==> config.mk <==
export PLATFORM = sky130hd
export DESIGN_NAME = alu_execute_stage
export DESIGN_NICKNAME = d
export VERILOG_FILES = /design/src/rtl/alu_execute_stage.sv
export SDC_FILE = /design/constraint.sdc
export NUM_CORES = 1
export LEC_CHECK = 0
export ABC_AREA = 1
export BUFFER_PORTS_ARGS = -buffer_cell sky130_fd_sc_hd__buf_2
export CAP_MARGIN = 10
export CELL_PAD_IN_SITES_DETAIL_PLACEMENT = 0
export CELL_PAD_IN_SITES_GLOBAL_PLACEMENT = 2
export CORE_MARGIN = 2
export CORE_UTILIZATION = 32
export CTS_BUF_LIST = sky130_fd_sc_hd__clkbuf_2
export CTS_CLUSTER_DIAMETER = 100
export DETAILED_ROUTE_END_ITERATION = 6
export PLACE_DENSITY = 0.79
export SYNTH_ARGS = -nofsm -noshare
export SYNTH_HDL_FRONTEND = slang
export SYNTH_HIERARCHICAL = 1
export SYNTH_SLANG_ARGS = --single-unit
==> constraint.sdc <==
create_clock -name clk -period 2.8 [get_ports clk]
set_input_delay 0.28 -clock clk [delete_from_list [all_inputs] [get_ports clk]]
set_output_delay 0.28 -clock clk [all_outputs]
set_load 0.005 [all_outputs]
==> src/rtl/alu_execute_stage.sv <==
// alu_execute_stage: registered execute stage around a combinational alu.
//   Decode hands over ops via valid/ready. The alu is evaluated in the accept
//   cycle, and {result, flags, rd} is queued in a 2-entry FIFO for writeback.
//   in_ready is registered, so writeback timing never reaches back into decode.
// Optional feature: define ALU_EXEC_FORWARD_EN to forward the previous accepted
//   result into operand a/b when rs1/rs2 match its rd (x0 is never forwarded).
// Ports:
//   clk, rst                 clock, async active-high reset
//   in_valid/in_ready        decode handshake (in_ready registered)
//   in_control, in_a, in_b   op and operands
//   in_rd, in_rs1, in_rs2    dest index (carried), source indices (forwarding)
//   out_valid/out_ready      writeback handshake on FIFO head
//   out_result, out_overflow, out_zero, out_equal, out_rd   head payload
//   ovf_sticky               any accepted op overflowed since reset

package alu_execute_pkg;
  localparam int ALU_W = 32;

  typedef logic [3:0] alu_control_t;
  localparam alu_control_t ALU_ADD  = 4'd0;
  localparam alu_control_t ALU_SUB  = 4'd1;
  localparam alu_control_t ALU_AND  = 4'd2;
  localparam alu_control_t ALU_OR   = 4'd3;
  localparam alu_control_t ALU_XOR  = 4'd4;
  localparam alu_control_t ALU_SLL  = 4'd5;
  localparam alu_control_t ALU_SRL  = 4'd6;
  localparam alu_control_t ALU_SRA  = 4'd7;
  localparam alu_control_t ALU_SLT  = 4'd8;
  localparam alu_control_t ALU_SLTU = 4'd9;

  typedef struct packed {
    logic [ALU_W-1:0] result;
    logic             overflow;
    logic             zero;
    logic             equal;
    logic [4:0]       rd;
  } exe_entry_t;
endpackage

module alu
  import alu_execute_pkg::*;
#(
  parameter int N = ALU_W
) (
  input  alu_control_t   control,
  input  logic [N-1:0]   a,
  input  logic [N-1:0]   b,
  output logic [N-1:0]   result,
  output logic           overflow,
  output logic           zero,
  output logic           equal
);
  always_comb begin
    result   = '0;
    overflow = 1'b0;
    case (control)
      ALU_ADD: begin
        result   = a + b;
        overflow = (a[N-1] == b[N-1]) && (result[N-1] != a[N-1]);
      end
      ALU_SUB: begin
        result   = a - b;
        overflow = (a[N-1] != b[N-1]) && (result[N-1] != a[N-1]);
      end
      ALU_AND:  result = a & b;
      ALU_OR:   result = a | b;
      ALU_XOR:  result = a ^ b;
      ALU_SLL:  result = a << b[4:0];
      ALU_SRL:  result = a >> b[4:0];
      ALU_SRA:  result = N'($signed(a) >>> b[4:0]);
      ALU_SLT:  result = {{(N-1){1'b0}}, $signed(a) < $signed(b)};
      ALU_SLTU: result = {{(N-1){1'b0}}, a < b};
      default:  result = '0;   // illegal op: zero result, zero flag follows
    endcase
    zero  = (result == '0);
    equal = (a == b);
  end
endmodule

module alu_execute_stage
  import alu_execute_pkg::*;
#(
  parameter int N     = ALU_W,
  parameter int DEPTH = 2
) (
  input  logic         clk,
  input  logic         rst,
  input  logic         in_valid,
  output logic         in_ready,
  input  alu_control_t in_control,
  input  logic [N-1:0] in_a,
  input  logic [N-1:0] in_b,
  input  logic [4:0]   in_rd,
  input  logic [4:0]   in_rs1,
  input  logic [4:0]   in_rs2,
  output logic         out_valid,
  input  logic         out_ready,
  output logic [N-1:0] out_result,
  output logic         out_overflow,
  output logic         out_zero,
  output logic         out_equal,
  output logic [4:0]   out_rd,
  output logic         ovf_sticky
);
  exe_entry_t [DEPTH-1:0] mem;
  logic [1:0]   count, count_nxt;
  logic         wr_ptr, rd_ptr;
  logic         in_ready_q;
  logic         accept, pop;
  logic [N-1:0] eff_a, eff_b;
  logic [N-1:0] alu_result;
  logic         alu_ovf, alu_zero, alu_eq;

  assign accept    = in_valid & in_ready_q;
  assign out_valid = (count != 2'd0);
  assign pop       = out_valid & out_ready;
  assign in_ready  = in_ready_q;

`ifdef ALU_EXEC_FORWARD_EN
  logic         lr_valid;
  logic [4:0]   lr_rd;
  logic [N-1:0] lr_result;

  // x0 never forwards: its architectural value is always zero.
  always_comb begin
    eff_a = in_a;
    eff_b = in_b;
    if (lr_valid && lr_rd != 5'd0 && in_rs1 == lr_rd) eff_a = lr_result;
    if (lr_valid && lr_rd != 5'd0 && in_rs2 == lr_rd) eff_b = lr_result;
  end

  // Tracks the last accepted op only; pops leave it alone.
  always_ff @(posedge clk or posedge rst) begin
    if (rst) begin
      lr_valid  <= 1'b0;
      lr_rd     <= '0;
      lr_result <= '0;
    end else if (accept) begin
      lr_valid  <= 1'b1;
      lr_rd     <= in_rd;
      lr_result <= alu_result;
    end
  end
`else
  logic unused_rs;
  assign unused_rs = ^{in_rs1, in_rs2};
  assign eff_a = in_a;
  assign eff_b = in_b;
`endif

  alu #(.N(N)) u_alu (
    .control  (in_control),
    .a        (eff_a),
    .b        (eff_b),
    .result   (alu_result),
    .overflow (alu_ovf),
    .zero     (alu_zero),
    .equal    (alu_eq)
  );

  // accept and pop are never both set at count==2 (in_ready low) or count==0
  // (out_valid low), so the plain +1/-1 arithmetic cannot wrap.
  always_comb begin
    count_nxt = count;
    case ({accept, pop})
      2'b10:   count_nxt = count + 2'd1;
      2'b01:   count_nxt = count - 2'd1;
      default: count_nxt = count;
    endcase
  end

  always_ff @(posedge clk or posedge rst) begin
    if (rst) begin
      mem        <= '0;
      count      <= '0;
      wr_ptr     <= 1'b0;
      rd_ptr     <= 1'b0;
      in_ready_q <= 1'b0;
      ovf_sticky <= 1'b0;
    end else begin
      if (accept) begin
        mem[wr_ptr] <= '{result: alu_result, overflow: alu_ovf, zero: alu_zero,
                         equal: alu_eq, rd: in_rd};
        wr_ptr      <= ~wr_ptr;
        if (alu_ovf) ovf_sticky <= 1'b1;
      end
      if (pop) rd_ptr <= ~rd_ptr;
      count      <= count_nxt;
      // Registered from next count: a pop at full reopens in_ready one cycle later.
      in_ready_q <= (count_nxt != 2'(DEPTH));
    end
  end

  assign out_result   = mem[rd_ptr].result;
  assign out_overflow = mem[rd_ptr].overflow;
  assign out_zero     = mem[rd_ptr].zero;
  assign out_equal    = mem[rd_ptr].equal;
  assign out_rd       = mem[rd_ptr].rd;
endmodule

==> impl_metrics.yaml <==
cts:
  clk_pin_slew_worst_paths_ns: 0.31
  ctsLongestPathBuffers: 2
  clkSinkCount: 86
  h-tree-depth: 3
  cts_buffers: 9
  cts-root-buf: "clkbuf_2"
  tritoncts: "done"
  clk_latency_ns: 0.55
place:
  placed_cells_incl_taps: 3859
  placed_cell_area_um2: 19840
  place_congestion: 0.9631
  port_buffers: 119
  hpwl_um: 67800
finish:
  seq_area_um2: 2152
  fillers: 5107
  multiInputGateArea_um2: 10350
  drive_gt1_share_pct: 26.24
  stdcell_count: 3886
  finalInstanceArea_um2: 20150
  nets: 3468
  area_delta_synth_final_pct: 37.61
yosys:
  syn-cell-area_um2: 14640
  ys_seq_area_share_pct: 14.70
  synth.ff_latch_count: 86
  syn_avg_cell_area_um2: 5.457
  syn-instance-count: 2683
  synth_nets: 2871
  synth_cell_types: 47
  synth_warnings: 6
sta:
  max_freq_ghz: 0.3679
  fin_crit_ns: 2.718
  min_period_over_period_pct: 97.08
  worstMarginPinSlew_ns: 0.8030
  relSlewSlack_pct: 46.27
  finClkSkew_ns: 0.05513
  hold_ws_ns: 0.3220
  maxSlewViolCount: 0
  setup_viol: 0
  finalHoldViolations: 0
setup_path:
  arrival_ns: 3.16
  required_ns: 3.24
  reg2reg_slack_ns: 1.09
  critPathKind: "in -> reg"
  cp_common_cell: "nand2_1"
  rr_endpoint: "mem[0]"
  cp_slowest_cell: "o211ai_1"
  startpoint_type: "input pin"
  rr_worst_depth: 5
  critPathMaxStageDelay_ns: 0.35
  path_cells: "buf_2 -> inv_2 -> buf_4 -> buf_4 -> nand3_2 -> nand3_1 -> nand2_1 -> o211ai_1 -> nand3_1 -> nor2_1 -> nand2_1 -> nor2_1 -> nand2_1 -> nor2_1 -> nand2_1 -> nor2_2 -> inv_1 -> o21ai_0"
  endpoint_kind: "flop"
  crit_path_max_fanout: 11
  r2r_start: "in_ready"
floorplan:
  die_area_um2: 47480
  fp.dieH_um: 217.9
  rows: 78
  initial_utilization_pct: 32.33
  die_x_um: 217.9
  core_area_um2: 45280
  ios: 130
global_routing:
  grt_start_max_net_pins: 81
  antenna_found_initial: 3
  grt-ovfl-total: 0
  grt_pass1_wl_um: 116600
  grt_usage_pct: 32.83
  grt_pass1_vias: 19144
power_and_ir_drop:
  power_density_nw_per_um2: 389.7
  power_mw: 7.852
  vdd_drop_max_uv: 706.1
  p_leak_nw: 11.67
run_status:
  outcome: "complete, no violations"
flow_run:
  cap_violations: 0
drt:
  via_count: 19785
  ant_nets: 0
  drtIter0Drc: 1774
  routed_wirelength_um: 78920
  dr.pass1.iters: 5
  post_drt_wl_per_cell_um: 20.31
  drc: 0
  viasPerCell: 5.091
min_path:
  hold_path_class: "in -> async"
-- flip-flops by register name (all words and copies together), names as in the netlist --
register,flops
mem,80
rd_ptr,1
count,2
in_ready,1
wr_ptr,1
ovf_sticky,1
-- cells by family after synthesis --
family	count (synthesis)	share of synthesized area (%)
xor+xnor	8	0.4786
simple gates	1705	50.19
buf+inv	526	15.23
fa+ha+maj	101	8.734
flops	86	14.70
compound gates	257	10.67
-- report_power, final --
group / internal, mW / switching (mW) / total (mW)
Combinational: 2.04 / 3.09 / 5.13
Sequential: 1.78 / 0.285 / 2.07
Clock: 0.152 / 0.503 / 0.655
Total: 3.97 / 3.88 / 7.85
-- worst max-delay path, delay by kind of cell --
kind            cells  cell delay (ns)
compound gates      2             0.51
buf+inv             5             0.74
simple gates       11             1.62
-- cells in the mapped netlist (all sizes together) --
cell       n  area share [%]
nand2    992              26
nand3    423              15
inv      402              10
nor2     210             5.6
o21ai    134             5.6
ha        99             8.5
buf       89             4.0
dfrtp     86              15
a21oi     66             2.3
clkbuf    32            0.84
nand4     29             1.2
nor3      23            0.92
o211ai    22             1.1
o22ai     18            0.77
and2      15            0.66
xor2       8            0.48
o21bai     6            0.31
nand3b     4            0.21
clkinv     3           0.077
nor4       3            0.13
o221ai     3            0.18
or2        3            0.13
a221oi     2            0.12
a31oi      2           0.085
and3       2           0.085
fa         2            0.27
o2111ai    2            0.12
a21boi     1           0.051
a21o       1           0.051
nor3b      1           0.051
-- worst max-delay path by stage --
stage                     startpoint       to  slack (ns)  cells past startpoint
after CTS                    in_b[0]  mem[46]        0.06                     20
after global placement      in_a[13]  mem[46]       -0.50                     22
after global routing         in_b[2]  mem[46]      -0.008                     22
after detailed placement     in_b[0]  mem[46]       -0.49                     20
after floorplan              in_b[3]  mem[46]        0.03                     25
final                        in_b[1]  mem[46]        0.08                     18
-- cell type report --
type | instances | area share [%]
clock inverters | 7 | 0.4037
well taps | 600 | 3.726
flip-flops and latches | 86 | 10.68
repair buffers | 707 | 26.02
clock buffers | 9 | 0.2236
multi-input cells | 2071 | 51.37
diodes | 1 | 0.01242
inverters | 405 | 7.564
-- timing repair --
action	4_1_cts	5_1_grt
hold endpoints to repair	54	0
setup endpoints to repair	0	2
gates resized for setup	0	27
hold buffers	8	0
setup buffers	0	2
-- through the flow --
stage / setup TNS [ns] / setup slack, ns / util (%)
after CTS: 0 / 0.05980 / 44.27
after global placement: -2.567 / -0.5021 / 43.82
final: 0 / 0.08168 / 44.49
after detailed placement: -3.069 / -0.4899 / 43.82
after global routing: -0.007667 / -0.007667 / 44.49
after floorplan: 0 / 0.02630 / -
-- cells in the final DEF (no fill, tap or decap), types with 3 or more instances in the layout --
master         count
a21oi_1           65
and2_1            14
buf_12            17
buf_2            119
buf_4            563
clkbuf_2           9
clkinv_1           3
clkinv_4           3
dfrtp_1           86
dlygate4sd3_1      8
ha_1              88
ha_2              10
inv_1            382
inv_2             18
nand2_1          962
nand2_2           22
nand2_4            7
nand3_1          405
nand3_2           18
nand3b_1           4
nand4_1           29
nor2_1           193
nor2_2            17
nor3_1            19
nor3_2             4
nor4_1             3
o211ai_1          22
o21ai_0           83
o21ai_1           10
o21ai_2           41
o21bai_1           6
o221ai_1           3
o22ai_1           18
xor2_1             8
-- layer usage --
| metal | vias to the layer above | GRT usage (%) | part of all wire [%] | wire, µm |
|---|---|---|---|---|
| met5 | - | 0 | 0.029 | 23 |
| met1 | 9334 | 45.28 | 45 | 35840 |
| met4 | 4 | 8.594 | 3.2 | 2491 |
| met2 | 650 | 54.62 | 46 | 35960 |
| li1 | 9672 | - | - | - |
| met3 | 125 | 3.068 | 5.8 | 4616 |
No activity file was read; power rests on OpenSTA's default activity.
